## src/rtl/tensor_core_controller.sv

```systemverilog
`default_nettype none
// ============================================================================
// Module   : tensor_core_controller
// Purpose  : Command sequencer for register-file access and tensor-core runs.
// Revision : 1.0 - initial release
// ============================================================================
module tensor_core_controller #(
    parameter int NUMBER_OF_REGISTERS = 32,
    parameter int TIMEOUT_CYCLES      = 64,
    parameter int ADDRESS_WIDTH       = $clog2(NUMBER_OF_REGISTERS)
) (
    input  logic                            clock_in,
    input  logic                            reset_in,
    input  logic                            cmd_valid_in,
    output logic                            cmd_ready_out,
    input  logic [1:0]                      cmd_opcode_in,
    input  logic [ADDRESS_WIDTH-1:0]        cmd_address_in,
    input  logic signed [7:0]               cmd_data_in,
    output logic                            resp_valid_out,
    output logic signed [7:0]               resp_data_out,
    input  logic                            resp_ready_in,
    output logic                            rf_write_enable_out,
    output logic [ADDRESS_WIDTH-1:0]        rf_write_address_out,
    output logic signed [7:0]               rf_write_data_out,
    output logic [ADDRESS_WIDTH-1:0]        rf_read_address_out,
    input  logic signed [7:0]               rf_read_data_in,
    output logic                            rf_bulk_write_enable_out,
    output logic                            tc_start_out,
    input  logic                            tc_done_in,
    output logic                            busy_out,
    output logic                            error_out,
    input  logic                            error_clear_in
);

    localparam int c_count_width = $clog2(TIMEOUT_CYCLES + 1);

    localparam logic [1:0] c_op_nop     = 2'b00;
    localparam logic [1:0] c_op_write   = 2'b01;
    localparam logic [1:0] c_op_read    = 2'b10;
    localparam logic [1:0] c_op_compute = 2'b11;

    localparam logic [2:0] c_st_idle          = 3'd0;
    localparam logic [2:0] c_st_write         = 3'd1;
    localparam logic [2:0] c_st_read          = 3'd2;
    localparam logic [2:0] c_st_resp          = 3'd3;
    localparam logic [2:0] c_st_compute_start = 3'd4;
    localparam logic [2:0] c_st_compute_wait  = 3'd5;
    localparam logic [2:0] c_st_commit        = 3'd6;

    localparam logic [ADDRESS_WIDTH:0]   c_num_registers = (ADDRESS_WIDTH + 1)'(NUMBER_OF_REGISTERS);
    localparam logic [c_count_width-1:0] c_count_last    = c_count_width'(TIMEOUT_CYCLES - 1);
    localparam logic [c_count_width-1:0] c_count_one     = c_count_width'(1);

    logic [2:0]               r_state;
    logic [2:0]               w_state_next;
    logic [c_count_width-1:0] r_wait_count;
    logic [c_count_width-1:0] w_wait_count_next;
    logic [ADDRESS_WIDTH-1:0] r_cmd_address;
    logic signed [7:0]        r_cmd_data;
    logic                     r_address_ok;

    logic                     r_cmd_ready;
    logic                     r_busy;
    logic                     r_error;
    logic                     r_resp_valid;
    logic signed [7:0]        r_resp_data;
    logic                     r_rf_write_enable;
    logic                     r_bulk_write_enable;
    logic                     r_tc_start;

    logic                     w_cmd_ready_next;
    logic                     w_busy_next;
    logic                     w_error_next;
    logic                     w_resp_valid_next;
    logic signed [7:0]        w_resp_data_next;
    logic                     w_rf_write_enable_next;
    logic                     w_bulk_write_enable_next;
    logic                     w_tc_start_next;

    logic w_handshake;
    logic w_address_ok;
    logic w_timeout;
    logic w_error_set;

    assign w_handshake  = cmd_valid_in & r_cmd_ready;
    assign w_address_ok = ({1'b0, cmd_address_in} < c_num_registers);
    // Done wins over timeout when both land in the last wait cycle.
    assign w_timeout    = (r_state == c_st_compute_wait) & ~tc_done_in & (r_wait_count == c_count_last);
    assign w_error_set  = (w_handshake & ((cmd_opcode_in == c_op_write) | (cmd_opcode_in == c_op_read))
                          & ~w_address_ok) | w_timeout;

    // State register
    always_ff @(posedge clock_in or posedge reset_in) begin
        if (reset_in) begin
            r_state <= c_st_idle;
        end else begin
            r_state <= w_state_next;
        end
    end

    // Next-state logic
    always_comb begin
        w_state_next = r_state;
        case (r_state)
            c_st_idle: begin
                if (w_handshake) begin
                    case (cmd_opcode_in)
                        c_op_write:   w_state_next = c_st_write;
                        c_op_read:    w_state_next = c_st_read;
                        c_op_compute: w_state_next = c_st_compute_start;
                        c_op_nop:     w_state_next = c_st_idle;
                        default:      w_state_next = c_st_idle;
                    endcase
                end
            end
            c_st_write:         w_state_next = c_st_idle;
            c_st_read:          w_state_next = c_st_resp;
            c_st_resp:          if (resp_ready_in) w_state_next = c_st_idle;
            c_st_compute_start: w_state_next = c_st_compute_wait;
            c_st_compute_wait: begin
                if (tc_done_in) begin
                    w_state_next = c_st_commit;
                end else if (r_wait_count == c_count_last) begin
                    w_state_next = c_st_idle;
                end
            end
            c_st_commit:        w_state_next = c_st_idle;
            default:            w_state_next = c_st_idle;
        endcase
    end

    // Output logic: next values for the registered outputs, derived from the
    // state being entered so every strobe is a clean one-cycle flop output.
    always_comb begin
        w_cmd_ready_next         = (w_state_next == c_st_idle);
        w_busy_next              = (w_state_next != c_st_idle);
        w_rf_write_enable_next   = (w_state_next == c_st_write) & (r_state == c_st_idle) & w_address_ok;
        w_tc_start_next          = (w_state_next == c_st_compute_start);
        w_bulk_write_enable_next = (w_state_next == c_st_commit);
        w_resp_valid_next        = (w_state_next == c_st_resp);
        w_error_next             = w_error_set | (r_error & ~error_clear_in);
        w_resp_data_next         = r_resp_data;
        if (r_state == c_st_read) begin
            w_resp_data_next = r_address_ok ? rf_read_data_in : 8'sd0;
        end
        w_wait_count_next = '0;
        if (r_state == c_st_compute_wait) begin
            w_wait_count_next = r_wait_count + c_count_one;
        end
    end

    always_ff @(posedge clock_in or posedge reset_in) begin
        if (reset_in) begin
            r_wait_count        <= '0;
            r_cmd_address       <= '0;
            r_cmd_data          <= '0;
            r_address_ok        <= 1'b0;
            r_cmd_ready         <= 1'b0;
            r_busy              <= 1'b0;
            r_error             <= 1'b0;
            r_resp_valid        <= 1'b0;
            r_resp_data         <= '0;
            r_rf_write_enable   <= 1'b0;
            r_bulk_write_enable <= 1'b0;
            r_tc_start          <= 1'b0;
        end else begin
            r_wait_count        <= w_wait_count_next;
            r_cmd_ready         <= w_cmd_ready_next;
            r_busy              <= w_busy_next;
            r_error             <= w_error_next;
            r_resp_valid        <= w_resp_valid_next;
            r_resp_data         <= w_resp_data_next;
            r_rf_write_enable   <= w_rf_write_enable_next;
            r_bulk_write_enable <= w_bulk_write_enable_next;
            r_tc_start          <= w_tc_start_next;
            if (w_handshake) begin
                r_cmd_address <= cmd_address_in;
                r_cmd_data    <= cmd_data_in;
                r_address_ok  <= w_address_ok;
            end
        end
    end

    assign cmd_ready_out            = r_cmd_ready;
    assign busy_out                 = r_busy;
    assign error_out                = r_error;
    assign resp_valid_out           = r_resp_valid;
    assign resp_data_out            = r_resp_data;
    assign rf_write_enable_out      = r_rf_write_enable;
    assign rf_write_address_out     = r_cmd_address;
    assign rf_write_data_out        = r_cmd_data;
    assign rf_read_address_out      = r_cmd_address;
    assign rf_bulk_write_enable_out = r_bulk_write_enable;
    assign tc_start_out             = r_tc_start;

endmodule
`default_nettype wire

```

## config.mk

```make
export PLATFORM = sky130hd
export DESIGN_NAME = tensor_core_controller
export DESIGN_NICKNAME = d
export VERILOG_FILES = /design/src/rtl/tensor_core_controller.sv
export SDC_FILE = /design/constraint.sdc
export NUM_CORES = 1
export LEC_CHECK = 0
export CORE_AREA = 2 2 64 66
export DETAILED_ROUTE_END_ITERATION = 16
export DIE_AREA = 0 0 66 68
export PLACE_DENSITY_LB_ADDON = 0.25
export SETUP_SLACK_MARGIN = 0.05
export SYNTH_ARGS = -nofsm -noshare
export SYNTH_HDL_FRONTEND = slang
export SYNTH_SLANG_ARGS = --single-unit
```

## constraint.sdc

```tcl
create_clock -name clock_in -period 2.3 [get_ports clock_in]
set_clock_uncertainty 0.2 [all_clocks]
set_input_delay 0.69 -clock clock_in [delete_from_list [all_inputs] [get_ports clock_in]]
set_output_delay 0.69 -clock clock_in [all_outputs]
set_load 0.02 [all_outputs]
```

* Word-level counts from Yosys, hierarchy flattened *
Index checks and enable logic that the tools add are counted.

storage, ports and cells
  input port bits = 29
  logic and storage cells = 46
  bits in writable memories = 0
  bits in read-only memories = 0
  memories kept = 0
  latch bits = 0
  register bits after elaboration = 39
  output and inout port bits = 33

operators by class
  reductions and logical operators = 4
  shifts and indexed selects = 0
  bitwise operators = 8
  order comparisons = 0
  eq/ne operators = 12
  divide/modulo/power cells = 0
  muxes and demuxes = 8
  add/sub/neg operators = 1
  multipliers = 0

operators with widths
  cell                                                  number
  one-hot mux 3 bit (5 select lines)                    1
  equality test 3 bit (second input constant)           4
  2-to-1 mux 3 bit                                      4
  one-hot mux 3 bit (4 select lines)                    1
  equality test 3 x 2 -> 1 bit (second input constant)  3
  2-to-1 mux 8 bit                                      1
  adder 7 x 1 -> 7 bit (second input constant)          1
  equality test 7 x 6 -> 1 bit (second input constant)  1
  2-to-1 mux 7 bit                                      1
  zero test 3 bit                                       2
  bitwise AND 1 bit                                     5
  equality test 2 bit (second input constant)           2
  equality test 3 x 1 -> 1 bit (second input constant)  1
  nonzero test 3 bit                                    1
  equality test 2 x 1 -> 1 bit (second input constant)  1
  zero test 2 bit                                       1
  NOT 1 bit                                             2
  OR 1 bit                                              1

* Logic depth before layout (Yosys ltp) *
  depth after elaboration = 6
  mapped depth = 6
  mapped depth without buffers = 5

* Worst setup path before layout *
Ideal clock, no wire load.

  path type = input to register
  start point = in cmd_valid_in
  end point = reg r_busy, in the netlist busy_out
  stages on the path = 4
  path buffers = 0
  arrival time = 1695 ps
  library setup time = 131 ps
  slack = 274 ps
  data required time = 1969 ps
  cells stage by stage = nand2_2 -> and4bb_2 -> a211o_1 -> or3_1

on the way
  word-level cells in the longest chain between the ends = 4

RTL lines
  item                                line  source
  start: declaration                  14    input logic cmd_valid_in,
  bitwise AND 1 bit                   85    assign w_handshake = cmd_valid_in & r_cmd_ready;
  2-to-1 mux 3 bit                    106   if (w_handshake) begin
  one-hot mux 3 bit (5 select lines)  104   case (r_state)
  via w_state_next[0]                 55    logic [2:0] w_state_next;
  nonzero test 3 bit                  136   w_busy_next = (w_state_next != c_st_idle);
  via w_busy_next                     72    logic w_busy_next;
  end signal: assignment              169   r_busy <= w_busy_next;
  end: declaration                    63    logic r_busy;

The timed path passes the listed nets, and every way through them passes these cells.
A chain may end at the register's enable or synchronous reset.

* Final worst setup path *
  start point = reg r_cmd_ready, in the netlist cmd_ready_out
  end point = out cmd_ready_out

RTL lines
  item                      line  source
  start: declaration        62    logic r_cmd_ready;
  start signal: assignment  168   r_cmd_ready <= w_cmd_ready_next;
  end: declaration          15    output logic cmd_ready_out,

No word-level cell between the ends.

==> impl_metrics.ini <==
[run_status]
status = finished, final reports clean

[clock_network]
cts_tree = built
insertion_delay_ns = 0.28
post-cts-setup-buffers = 0
ctsHoldBuffers = 0
cts-buffers-inserted = 5
cts_root_buffer = clkbuf_8
clk_pin_slew_ns = 0.07
cts_sinks = 39
cts_resized = 0
clock_path_buffers = 2
htree_levels = 2

[drt]
vias = 1147
dr.pass1.iters = 4
drt_wl_total_mm = 3.48
wl_per_cell_um = 14.0
vias_per_cell = 4.63
drt.antenna.violating_nets = 0
drc_errors = 0
drt_iter0_markers = 50

[global_routing]
grt_usage_pct = 16.7
antenna_found_initial = 0
grt_overflow_total = 0
grt_pass1_vias = 1146
grt_pass1_wl_mm = 5.42
grt_start_max_net_pins = 40

[synthesis]
synthArstFlopShare_pct = 100
yosysTopAreaCell = dfrtp_1
netlist_instances = 131
ys.flop_type = dfrtp_1
syn_area_um2 = 1580
synth_edf_count = 0
synth_area_leaders = dfrtp_1, mux2_2, nand2_1
avgSynthCellArea_um2 = 12.1
ys_seq_area_share_pct = 61.7
yosysWarnings = 0
synthDominantCellAreaShare_pct = 61.7
syn_nets = 161
ys_seq_elements = 39
ys_types = 32

[floorplan]
coreArea_um2 = 3860
dieArea_um2 = 4490
rows = 23
start_util_pct = 41.0
die_x_um = 66
ios = 62
die_h_um = 68

[layout]
final_nets = 227
multi_input_area_um2 = 538
final.fill_count = 304
syn_to_final_growth_pct = 50.9
antennaDiodeCount = 0
drive_gt1_share_pct = 17.7
fin_area_um2 = 2390
regArea_um2 = 976

[placement]
gp_congestion = 0.810
portBuffers = 61
dp_slack_ns = -0.165
dp_hpwl_mm = 2.65
placed_cell_area_um2 = 2250

[timing]
fin_crit_ns = 2.20
relSlewSlack_pct = 67.9
rsz0062_at_grt = no
worst_pin_slew_ns = 0.481
period_share_pct = 95.6
max_freq_ghz = 0.455
fin_setup_tns_ns = 0
hold_viol_final = 0
slew_violations = 0
setup_ws_ns = 0.101
setup_violations = 0

[power_and_ir_drop]
pwr-share-clk_pct = 20.6
swShare_pct = 33.5
p_per_area_nw_per_um2 = 1340
peakVddDrop_v = 0.000693
p_sw_uw = 1070
power.internal_uw = 2130
seq_power_share_pct = 34.5
comb_power_share_pct = 44.8
p_total_uw = 3210
power_leakage_uw = 0.00106

[worst_setup_path]
crit_buf_inv = 1
cp_slowest_stage_delay_ns = 0.64
path_class = flop to primary output
cp-start-kind = flop
end_kind = primary output
cp_slowest_cell = clkdlybuf4s50_1
path_cells = clkdlybuf4s50_1
crit_arrival_ns = 1.31
path_delay_family = buffers and inverters
cp.required_ns = 1.41
r2r_cells = 5
critPathMaxFanout = 3
crit_cells = 1

[flow_run]
max_cap_violations = 0

[min_path]
holdPathStages = 1
hold_path_class = flop to flop
## cell families (layout without fill, tap and decap cells)
family          count (synthesis)  count (layout)  share of synthesized area [%]
flops                          39              39                           61.7
fa+ha+maj                       1               1                          0.791
xor+xnor                        5               5                           2.77
simple gates                   43              43                           14.8
mux                            13              13                           9.26
compound gates                 17              17                           6.41
buf+inv                        13              80                           4.27
## state kept, by name (all words and copies together), names as in the netlist
name,cells
busy_out,1
cmd_ready_out,1
error_out,1
r_address_ok,1
r_state,3
r_wait_count,7
resp_data_out,8
resp_valid_out,1
rf_bulk_write_enable_out,1
rf_read_address_out,5
rf_write_data_out,8
rf_write_enable_out,1
tc_start_out,1
## cells in the mapped netlist (2+ instances only)
cell      count
mux2_2       13
o21ai_0       9
a21oi_1       3
nor3_1        2
or3_1         2
buf_1         2
dfrtp_1      39
or2_2         2
clkbuf_1      2
nand2_1      18
buf_4         5
xor2_1        2
xnor2_1       3
nor2_1        8
inv_1         4
## routing by layer
layer	wire [um]	share of wire [%]	vias up	global-route usage [%]
met5	0	0	-	0
met4	89	2.6	0	10.2
met3	195	5.6	7	4.28
met2	1810	52	34	29.7
met1	1380	40	537	18.1
li1	-	-	569	-
## power groups by stage
stage	combinational, uW	clock (uW)	sequential, uW
finish	1440	662	1110
global placement	1410	0	1100
detailed placement	1450	0	1120
global route	1540	707	1140
floorplan	518	0	1360
CTS	1460	679	1110
## cell type report
cell class              instances  area share, %
well taps                      50           2.62
inverters                       4          0.629
multi-input cells              79           22.5
clock inverters                 2           2.52
repair buffers                 68           27.8
clock buffers                   6           3.04
flip-flops and latches         39           40.9
## placed cells by master, fill, tap and decap left out
cell	count
o22ai_1	1
o32ai_1	1
buf_4	7
or3_4	1
clkbuf_1	1
nor2_1	8
nor3_1	2
xnor2_1	3
xor2_1	2
nand2b_4	1
o41ai_1	1
nand3b_2	1
nand3_2	1
mux2_2	13
nor4bb_1	1
a41oi_1	1
nand2b_1	1
a211o_1	1
bufinv_16	2
nor4b_1	1
or2_2	2
nand3_1	1
nand2_2	1
dfrtp_1	39
inv_1	4
nand2_1	18
clkbuf_8	5
and3_1	1
or3_1	2
a21oi_1	3
o21ai_0	9
clkdlybuf4s50_1	61
ha_1	1
and4bb_2	1
## per-stage QoR
stage / cells / utilization (%) / hold slack (ns)
after floorplan: 131 / - / 0.225
after CTS: 248 / 61.9 / 0.266
after global placement: 240 / 58.5 / 0.237
after detailed placement: 240 / 58.5 / 0.255
after global routing: 248 / 61.9 / 0.308
final: 248 / 61.9 / 0.260
## final timing paths
path                                  from  slack (ns)              endpoint
setup / recovery             cmd_ready_out        0.10         cmd_ready_out
hold / removal             r_wait_count[0]        0.26       r_wait_count[0]
setup reg to reg           r_wait_count[0]        0.18              busy_out
hold reg to reg            r_wait_count[0]        0.26       r_wait_count[0]
max in group asynchronous         reset_in        0.95            r_state[2]
min in group asynchronous         reset_in        0.61  rf_write_data_out[7]
Note: power is estimated with default switching activity, not from simulation.
